File: config.mk
export PLATFORM = sky130hd
export DESIGN_NAME = swan_serial_core
export DESIGN_NICKNAME = d
export VERILOG_FILES = /design/src/rtl/swan_pkg.sv /design/src/rtl/swan_serial_core_round_f.sv /design/src/rtl/swan_serial_core.sv
export SDC_FILE = /design/constraint.sdc
export NUM_CORES = 1
export LEC_CHECK = 0
export CAP_MARGIN = 25
export CORE_MARGIN = 2
export CORE_UTILIZATION = 61
export CTS_CLUSTER_DIAMETER = 100
export CTS_CLUSTER_SIZE = 40
export DETAILED_ROUTE_END_ITERATION = 10
export PLACE_DENSITY = 0.87
export REMOVE_ABC_BUFFERS = 1
export SYNTH_ARGS = -nofsm -noshare
export SYNTH_HDL_FRONTEND = slang
export SYNTH_HIERARCHICAL = 1
export SYNTH_SLANG_ARGS = --single-unit
File: constraint.sdc
create_clock -name clk -period 8.05 [get_ports clk]
set_input_delay 1.61 -clock clk [delete_from_list [all_inputs] [get_ports clk]]
set_output_delay 1.61 -clock clk [all_outputs]
set_load 0.01 [all_outputs]
File: src/rtl/swan_pkg.sv
// SWAN serial core shared definitions.
// Holds the controller state encoding, the default round-constant increment,
// the parameter legality check and the forward/inverse key-register steps.
// The key-step functions work on maximum-width vectors (256-bit key,
// 128-bit side) and take the real widths as arguments, so every build
// shares one implementation.
package swan_pkg;

    typedef enum logic [1:0] {
        ST_IDLE,
        ST_PRECOMP,
        ST_RUN,
        ST_DONE
    } swan_state_t;

    localparam logic [31:0] SWAN_DELTA = 32'h9e3779b9;
    localparam int KMAX = 256;
    localparam int SMAX = 128;

    function automatic bit legal_sizes(input int block_size, input int key_size,
                                       input int rounds, input int pd);
        bit bs_ok;
        bit ks_ok;
        bs_ok = (block_size == 64) || (block_size == 128) || (block_size == 256);
        ks_ok = (key_size == 128) || (key_size == 256);
        return bs_ok && ks_ok && (key_size % (block_size / 2) == 0)
               && (rounds >= 1) && (pd > 0) && (pd < key_size);
    endfunction

    // One forward step: rotate right by pd, then add the already-advanced
    // round constant into the least-significant side word.
    function automatic logic [KMAX-1:0] key_fwd(input logic [KMAX-1:0] k,
                                                 input logic [SMAX-1:0] rd_next,
                                                 input int key_size, input int side_size,
                                                 input int pd);
        logic [KMAX-1:0] rot;
        logic [KMAX-1:0] low_mask;
        logic [KMAX-1:0] sum;
        rot = '0;
        for (int i = 0; i < KMAX; i++) begin
            if (i < key_size) rot[i] = k[(i + pd) % key_size];
        end
        low_mask = (KMAX'(1) << side_size) - KMAX'(1);
        sum = (rot & low_mask) + KMAX'(rd_next);
        return (rot & ~low_mask) | (sum & low_mask);
    endfunction

    // Exact inverse of key_fwd: subtract the current constant, rotate left.
    function automatic logic [KMAX-1:0] key_inv(input logic [KMAX-1:0] k,
                                                 input logic [SMAX-1:0] rd_cur,
                                                 input int key_size, input int side_size,
                                                 input int pd);
        logic [KMAX-1:0] low_mask;
        logic [KMAX-1:0] diff;
        logic [KMAX-1:0] tmp;
        logic [KMAX-1:0] rot;
        low_mask = (KMAX'(1) << side_size) - KMAX'(1);
        diff = (k & low_mask) - KMAX'(rd_cur);
        tmp = (k & ~low_mask) | (diff & low_mask);
        rot = '0;
        for (int i = 0; i < KMAX; i++) begin
            if (i < key_size) rot[i] = tmp[(i + key_size - pd) % key_size];
        end
        return rot;
    endfunction

endpackage

File: src/rtl/swan_serial_core_round_f.sv
// SWAN round function F: key mixing, bitsliced 4-bit S-box layer,
// per-quarter linear diffusion, then a quarter-word rotation.
// Ports: x (data half), sk (round key), y (F output); all SIDE_SIZE bits.
module swan_round_f #(
    parameter int SIDE_SIZE = 32
) (
    input  logic [SIDE_SIZE-1:0] x,
    input  logic [SIDE_SIZE-1:0] sk,
    output logic [SIDE_SIZE-1:0] y
);
    localparam int Q = SIDE_SIZE / 4;
    localparam logic [63:0] SBOX = 64'hC56B90AD3EF84712;

    logic [SIDE_SIZE-1:0] t;
    logic [3:0][Q-1:0]    a;
    logic [3:0][Q-1:0]    b;
    logic [3:0][Q-1:0]    c;
    logic [3:0]           nib;
    logic [3:0]           sv;

    assign t = x ^ sk;

    always_comb begin
        a   = '0;
        b   = '0;
        c   = '0;
        nib = '0;
        sv  = '0;
        for (int j = 0; j < 4; j++) a[j] = t[SIDE_SIZE-1-j*Q -: Q];
        // Column i of the four quarters forms one S-box input, quarter 0 is the MSB.
        for (int i = 0; i < Q; i++) begin
            nib = {a[0][i], a[1][i], a[2][i], a[3][i]};
            sv  = SBOX[{~nib, 2'b11} -: 4];
            b[0][i] = sv[3];
            b[1][i] = sv[2];
            b[2][i] = sv[1];
            b[3][i] = sv[0];
        end
        for (int j = 0; j < 4; j++) begin
            c[j] = b[j] ^ {b[j][Q-2:0], b[j][Q-1]} ^ {b[j][Q-8:0], b[j][Q-1:Q-7]};
        end
    end

    assign y = {c[1], c[2], c[3], {c[0][Q-4:0], c[0][Q-1:Q-3]}};

endmodule

File: src/rtl/swan_serial_core.sv
// SWAN block cipher, one Feistel half-round per clock.
// Ports: clk, rst (sync, active-high), start (load-and-go), decrypt (mode,
// sampled with start), inp (block), key (master key), busy, ready, out ({R,L}).
// Decryption first runs the key schedule forward to its final value
// (PRECOMP) and then walks it backwards while undoing the half-rounds.
//
// state      | meaning
// -----------+---------------------------------------------
// ST_IDLE    | no result; waiting for start
// ST_PRECOMP | decrypt only: advancing key to its end value
// ST_RUN     | one half-round per cycle
// ST_DONE    | out holds the result, ready high
module swan_serial_core
    import swan_pkg::*;
#(
    parameter int          BLOCK_SIZE = 64,
    parameter int          KEY_SIZE   = 128,
    parameter int          ROUNDS     = 64,
    parameter int          PD         = 24,
    parameter logic [31:0] DELTA      = SWAN_DELTA
) (
    input  logic                  clk,
    input  logic                  rst,
    input  logic                  start,
    input  logic                  decrypt,
    input  logic [BLOCK_SIZE-1:0] inp,
    input  logic [KEY_SIZE-1:0]   key,
    output logic                  busy,
    output logic                  ready,
    output logic [BLOCK_SIZE-1:0] out
);
    localparam int SIDE_SIZE   = BLOCK_SIZE / 2;
    localparam int HALF_ROUNDS = 2 * ROUNDS;
    localparam int CW          = ($clog2(HALF_ROUNDS) < 7) ? 7 : $clog2(HALF_ROUNDS);

    if (!legal_sizes(BLOCK_SIZE, KEY_SIZE, ROUNDS, PD)) begin : g_bad_params
        $error("swan_serial_core: illegal BLOCK_SIZE/KEY_SIZE/ROUNDS/PD combination");
    end

    swan_state_t          state;
    logic [SIDE_SIZE-1:0] r_q;
    logic [SIDE_SIZE-1:0] l_q;
    logic [KEY_SIZE-1:0]  k_q;
    logic [SIDE_SIZE-1:0] rd_q;
    logic [CW-1:0]        hc_q;
    logic [CW-1:0]        pc_q;
    logic                 dec_q;
    logic                 busy_q;
    logic                 ready_q;

    logic [SIDE_SIZE-1:0] rd_fwd;
    logic [SIDE_SIZE-1:0] rd_inv;
    logic [KEY_SIZE-1:0]  k_fwd;
    logic [KEY_SIZE-1:0]  k_inv;
    logic [SIDE_SIZE-1:0] sk;
    logic                 sel_l;
    logic [SIDE_SIZE-1:0] f_in;
    logic [SIDE_SIZE-1:0] f_out;

    assign rd_fwd = rd_q + SIDE_SIZE'(DELTA);
    assign rd_inv = rd_q - SIDE_SIZE'(DELTA);
    assign k_fwd  = KEY_SIZE'(key_fwd(KMAX'(k_q), SMAX'(rd_fwd), KEY_SIZE, SIDE_SIZE, PD));
    assign k_inv  = KEY_SIZE'(key_inv(KMAX'(k_q), SMAX'(rd_q), KEY_SIZE, SIDE_SIZE, PD));

    // Decrypt draws its round key from the key one inverse step back, which is
    // the key encrypt used for the half-round being undone.
    assign sk = dec_q ? k_inv[KEY_SIZE-1 -: SIDE_SIZE] : k_q[KEY_SIZE-1 -: SIDE_SIZE];

    // sel_l: R ^= F(L); otherwise L ^= F(R).
    assign sel_l = hc_q[0] ^ dec_q;
    assign f_in  = sel_l ? l_q : r_q;

    swan_round_f #(
        .SIDE_SIZE(SIDE_SIZE)
    ) u_round_f (
        .x (f_in),
        .sk(sk),
        .y (f_out)
    );

    always_ff @(posedge clk) begin
        if (rst) begin
            state   <= ST_IDLE;
            r_q     <= '0;
            l_q     <= '0;
            k_q     <= '0;
            rd_q    <= '0;
            hc_q    <= '0;
            pc_q    <= '0;
            dec_q   <= 1'b0;
            busy_q  <= 1'b0;
            ready_q <= 1'b0;
        end else if (start) begin
            r_q     <= inp[BLOCK_SIZE-1 -: SIDE_SIZE];
            l_q     <= inp[SIDE_SIZE-1:0];
            k_q     <= key;
            rd_q    <= '0;
            hc_q    <= CW'(HALF_ROUNDS - 1);
            pc_q    <= CW'(HALF_ROUNDS - 1);
            dec_q   <= decrypt;
            busy_q  <= 1'b1;
            ready_q <= 1'b0;
            state   <= decrypt ? ST_PRECOMP : ST_RUN;
        end else begin
            case (state)
                ST_PRECOMP: begin
                    k_q  <= k_fwd;
                    rd_q <= rd_fwd;
                    if (pc_q == '0) state <= ST_RUN;
                    else            pc_q  <= pc_q - 1'b1;
                end
                ST_RUN: begin
                    if (sel_l) r_q <= r_q ^ f_out;
                    else       l_q <= l_q ^ f_out;
                    if (dec_q) begin
                        k_q  <= k_inv;
                        rd_q <= rd_inv;
                    end else begin
                        k_q  <= k_fwd;
                        rd_q <= rd_fwd;
                    end
                    if (hc_q == '0) begin
                        state   <= ST_DONE;
                        busy_q  <= 1'b0;
                        ready_q <= 1'b1;
                    end else begin
                        hc_q <= hc_q - 1'b1;
                    end
                end
                default: ;
            endcase
        end
    end

    assign busy  = busy_q;
    assign ready = ready_q;
    assign out   = {r_q, l_q};

endmodule

==> flow_metrics.tcl <==
set metrics [dict create \
    outcome "finished, final reports clean" \
    grt_start_max_net_pins 147 \
    fmax_mhz 212 \
    finalNetCount 3089 \
    syn_avg_cell_area_um2 7.35 \
    design_area_um2 22500 \
    dp_hpwl_um 50000 \
    synth_enable_flop_cells 0 \
    cts.sinks 243 \
    clock_path_buffers 3 \
    power_switching_mw 2.10 \
    viasPerCell 6.27 \
    cp-end-kind "register" \
    multi_input_area_um2 13700 \
    drtIter0Drc 2376 \
    slew_headroom_pct 22.8 \
    setup_viol 0 \
    pwr-share-seq_pct 30.0 \
    place_area_um2 22100 \
    worstReg2RegEnd "k_q[27]" \
    avgRoutedWirePerCell_um 20.9 \
    clk_latency_ns 0.53 \
    syn-cell-area_um2 19600 \
    totalWireLength_um 66600 \
    seqCellArea_um2 4870 \
    antenna_found_initial 4 \
    powerDensity_nw_per_um2 214 \
    p_clk_share_pct 15.8 \
    critPathArrivalTime_ns 5.11 \
    final_layout_size_suffix_gt1_share_pct 6.61 \
    placedCellCount 3166 \
    die_h_um 183 \
    post_cts_resized 0 \
    clock_tree.root_cell "clkbuf_16" \
    hold_path_end "ready" \
    reg2reg_slack_ns 3.33 \
    post_cts_buffers 0 \
    synth_warnings 6 \
    place.gp.congestion 1.01 \
    busiest_layer "met2" \
    grtUsageTotal_pct 38.2 \
    start_kind "register" \
    cts-buffers-inserted 12 \
    synth.yosys.seq_area_share_pct 24.9 \
    dieArea_um2 33500 \
    rows 65 \
    cts.clk_slew.worst_paths_ns 0.14 \
    die_x_um 183 \
    tightestPinTransition_ns 1.16 \
    ys_types 85 \
    netlist_instances 2661 \
    setup_tns_ns 0 \
    dp_slack_ns 3.48 \
    path_max_fanout 8 \
    routed-via-count 20000 \
    fill_cells 2582 \
    gr-usage-met2_pct 62.2 \
    dr.pass1.iters 9 \
    cp_data_required_time_ns 8.44 \
    layout_setup_ws_ns 3.33 \
    start_util_pct 62.0 \
    grt_pass1_wl_um 102000 \
    hold_depth 1 \
    core_um2 31600 \
    htree_levels 1 \
    ant_nets 0 \
    cts_hold_buf 0 \
    final_cells 3190 \
    min_period_over_period_pct 58.6 \
    r2r_start "rd_q[0]" \
    ys_async_sr_fraction_pct 0 \
    final_common_cell "nor2_1" \
    post-route-util_pct 71.4 \
    switching_share_pct 43.6 \
    grt_pass1_vias 18600 \
    area_growth_pct 15.2 \
    io_buffers 261 \
    min_from "ready" \
    worst-setup-path-type "reg2reg" \
    min_path_type "reg2reg" \
    rr_worst_depth 17 \
    ir_drop_v 0.000181 \
    final_max_slew_viol_count 0 \
    met1_usage_pct 51.1 \
    p_int_mw 2.72 \
    maxCapViolCount 0 \
    ios 262 \
    overflow 0 \
    synth_flop_cell "dfxtp_1" \
    drcViolationCount 0 \
    rsz0062_at_grt "false" \
    mostFrequentLayoutCells "nor2_1, a21oi_1, nand2_1" \
    cts_tree "built" \
    hold_viol 0 \
    p_leak_nw 8.81 \
    grt_use_met3_pct 5.06 \
    p_comb_share_pct 54.2 \
    timing.final.crit_period_ns 4.72 \
    fin_worst_skew_ns 0.0530 \
    ys_ff_latch 243 \
]
[critical path, stage by stage (launching register included)]
cell and delay [ns]:
dfxtp_1 0.40, ha_1 0.34, a2111o_1 0.47, a21boi_0 0.29, nor2_1 0.13, a21oi_1 0.34
nand2_1 0.12, xnor2_1 0.21, ha_1 0.35, a21oi_1 0.16, o21ai_0 0.14, a21oi_1 0.33
nor2_1 0.11, a211oi_1 0.40, o21ai_1 0.13, mux2i_1 0.14, a211o_1 0.30, a211oi_1 0.25
[flip-flops by register name (all words and copies together) (netlist names)]
signal and flops:
pc_q 7, busy 1, rd_q 32, hc_q 7
dec_q 1, ready 1, l_q 32, state 2
k_q 128, r_q 32
[through the flow]
stage	hold slack, ns	power, mW
floorplan	0.443	3.23
global placement	0.460	3.94
detailed placement	0.460	4.00
CTS	0.501	4.76
global route	0.510	5.07
finish	0.497	4.82
[power by group through the flow]
stage | registers [mW] | logic (mW) | clock network, mW
floorplan | 1.44 | 1.79 | 0
global placement | 1.47 | 2.47 | 0
detailed placement | 1.47 | 2.53 | 0
CTS | 1.44 | 2.56 | 0.765
global route | 1.46 | 2.81 | 0.798
finish | 1.45 | 2.61 | 0.760
[layer usage]
layer  wire length [um]  part of all wire (%)
met1              27100                    41
met2              30200                    45
met3               6350                   9.5
met4               2920                   4.4
met5                  0                     0
[worst max path at each step]
stage,startpoint,end,cells past startpoint
final,rd_q[0],k_q[27],17
after CTS,rd_q[0],k_q[27],17
after global routing,rd_q[0],k_q[27],17
after floorplan,start,k_q[27],4
after global placement,rd_q[0],k_q[25],17
after detailed placement,rd_q[0],k_q[27],17
[cell families after synthesis]
| logic type | share of synthesized area (%) |
|---|---|
| AOI/OAI and AO/OA | 22.3 |
| xor gates and xnor gates | 13.0 |
| adders and majority gates | 7.43 |
| buffers and inverters | 5.36 |
| DFF | 24.9 |
| muxes | 7.15 |
| and+or+nand+nor | 19.9 |
[cell type report]
| type | instances | area share (%) |
|---|---|---|
| timing repair buffer | 279 | 12.3 |
| sequential | 243 | 21.6 |
| clock inverter | 3 | 0.0944 |
| antenna | 5 | 0.0555 |
| multi-input combinational | 2154 | 60.7 |
| tap | 402 | 2.23 |
| inverter | 88 | 1.47 |
| clock buffer | 16 | 1.58 |
[synth_stat cells, types with 18 or more instances]
library cell | count | area (um^2)
a211oi_1 | 31 | 233
a21o_1 | 27 | 203
a21oi_1 | 417 | 2090
a31oi_1 | 25 | 156
buf_1 | 26 | 97.6
clkbuf_1 | 140 | 526
dfxtp_1 | 243 | 4860
ha_1 | 113 | 1410
inv_1 | 87 | 327
mux2_2 | 67 | 754
mux2i_1 | 25 | 250
nand2_1 | 307 | 1150
nand3_1 | 28 | 140
nor2_1 | 469 | 1760
nor3_1 | 53 | 265
o21ai_0 | 66 | 330
o22ai_1 | 20 | 125
xnor2_1 | 126 | 1100
xnor2_2 | 18 | 293
xor2_1 | 109 | 955
(Power assumes the default switching activity.)
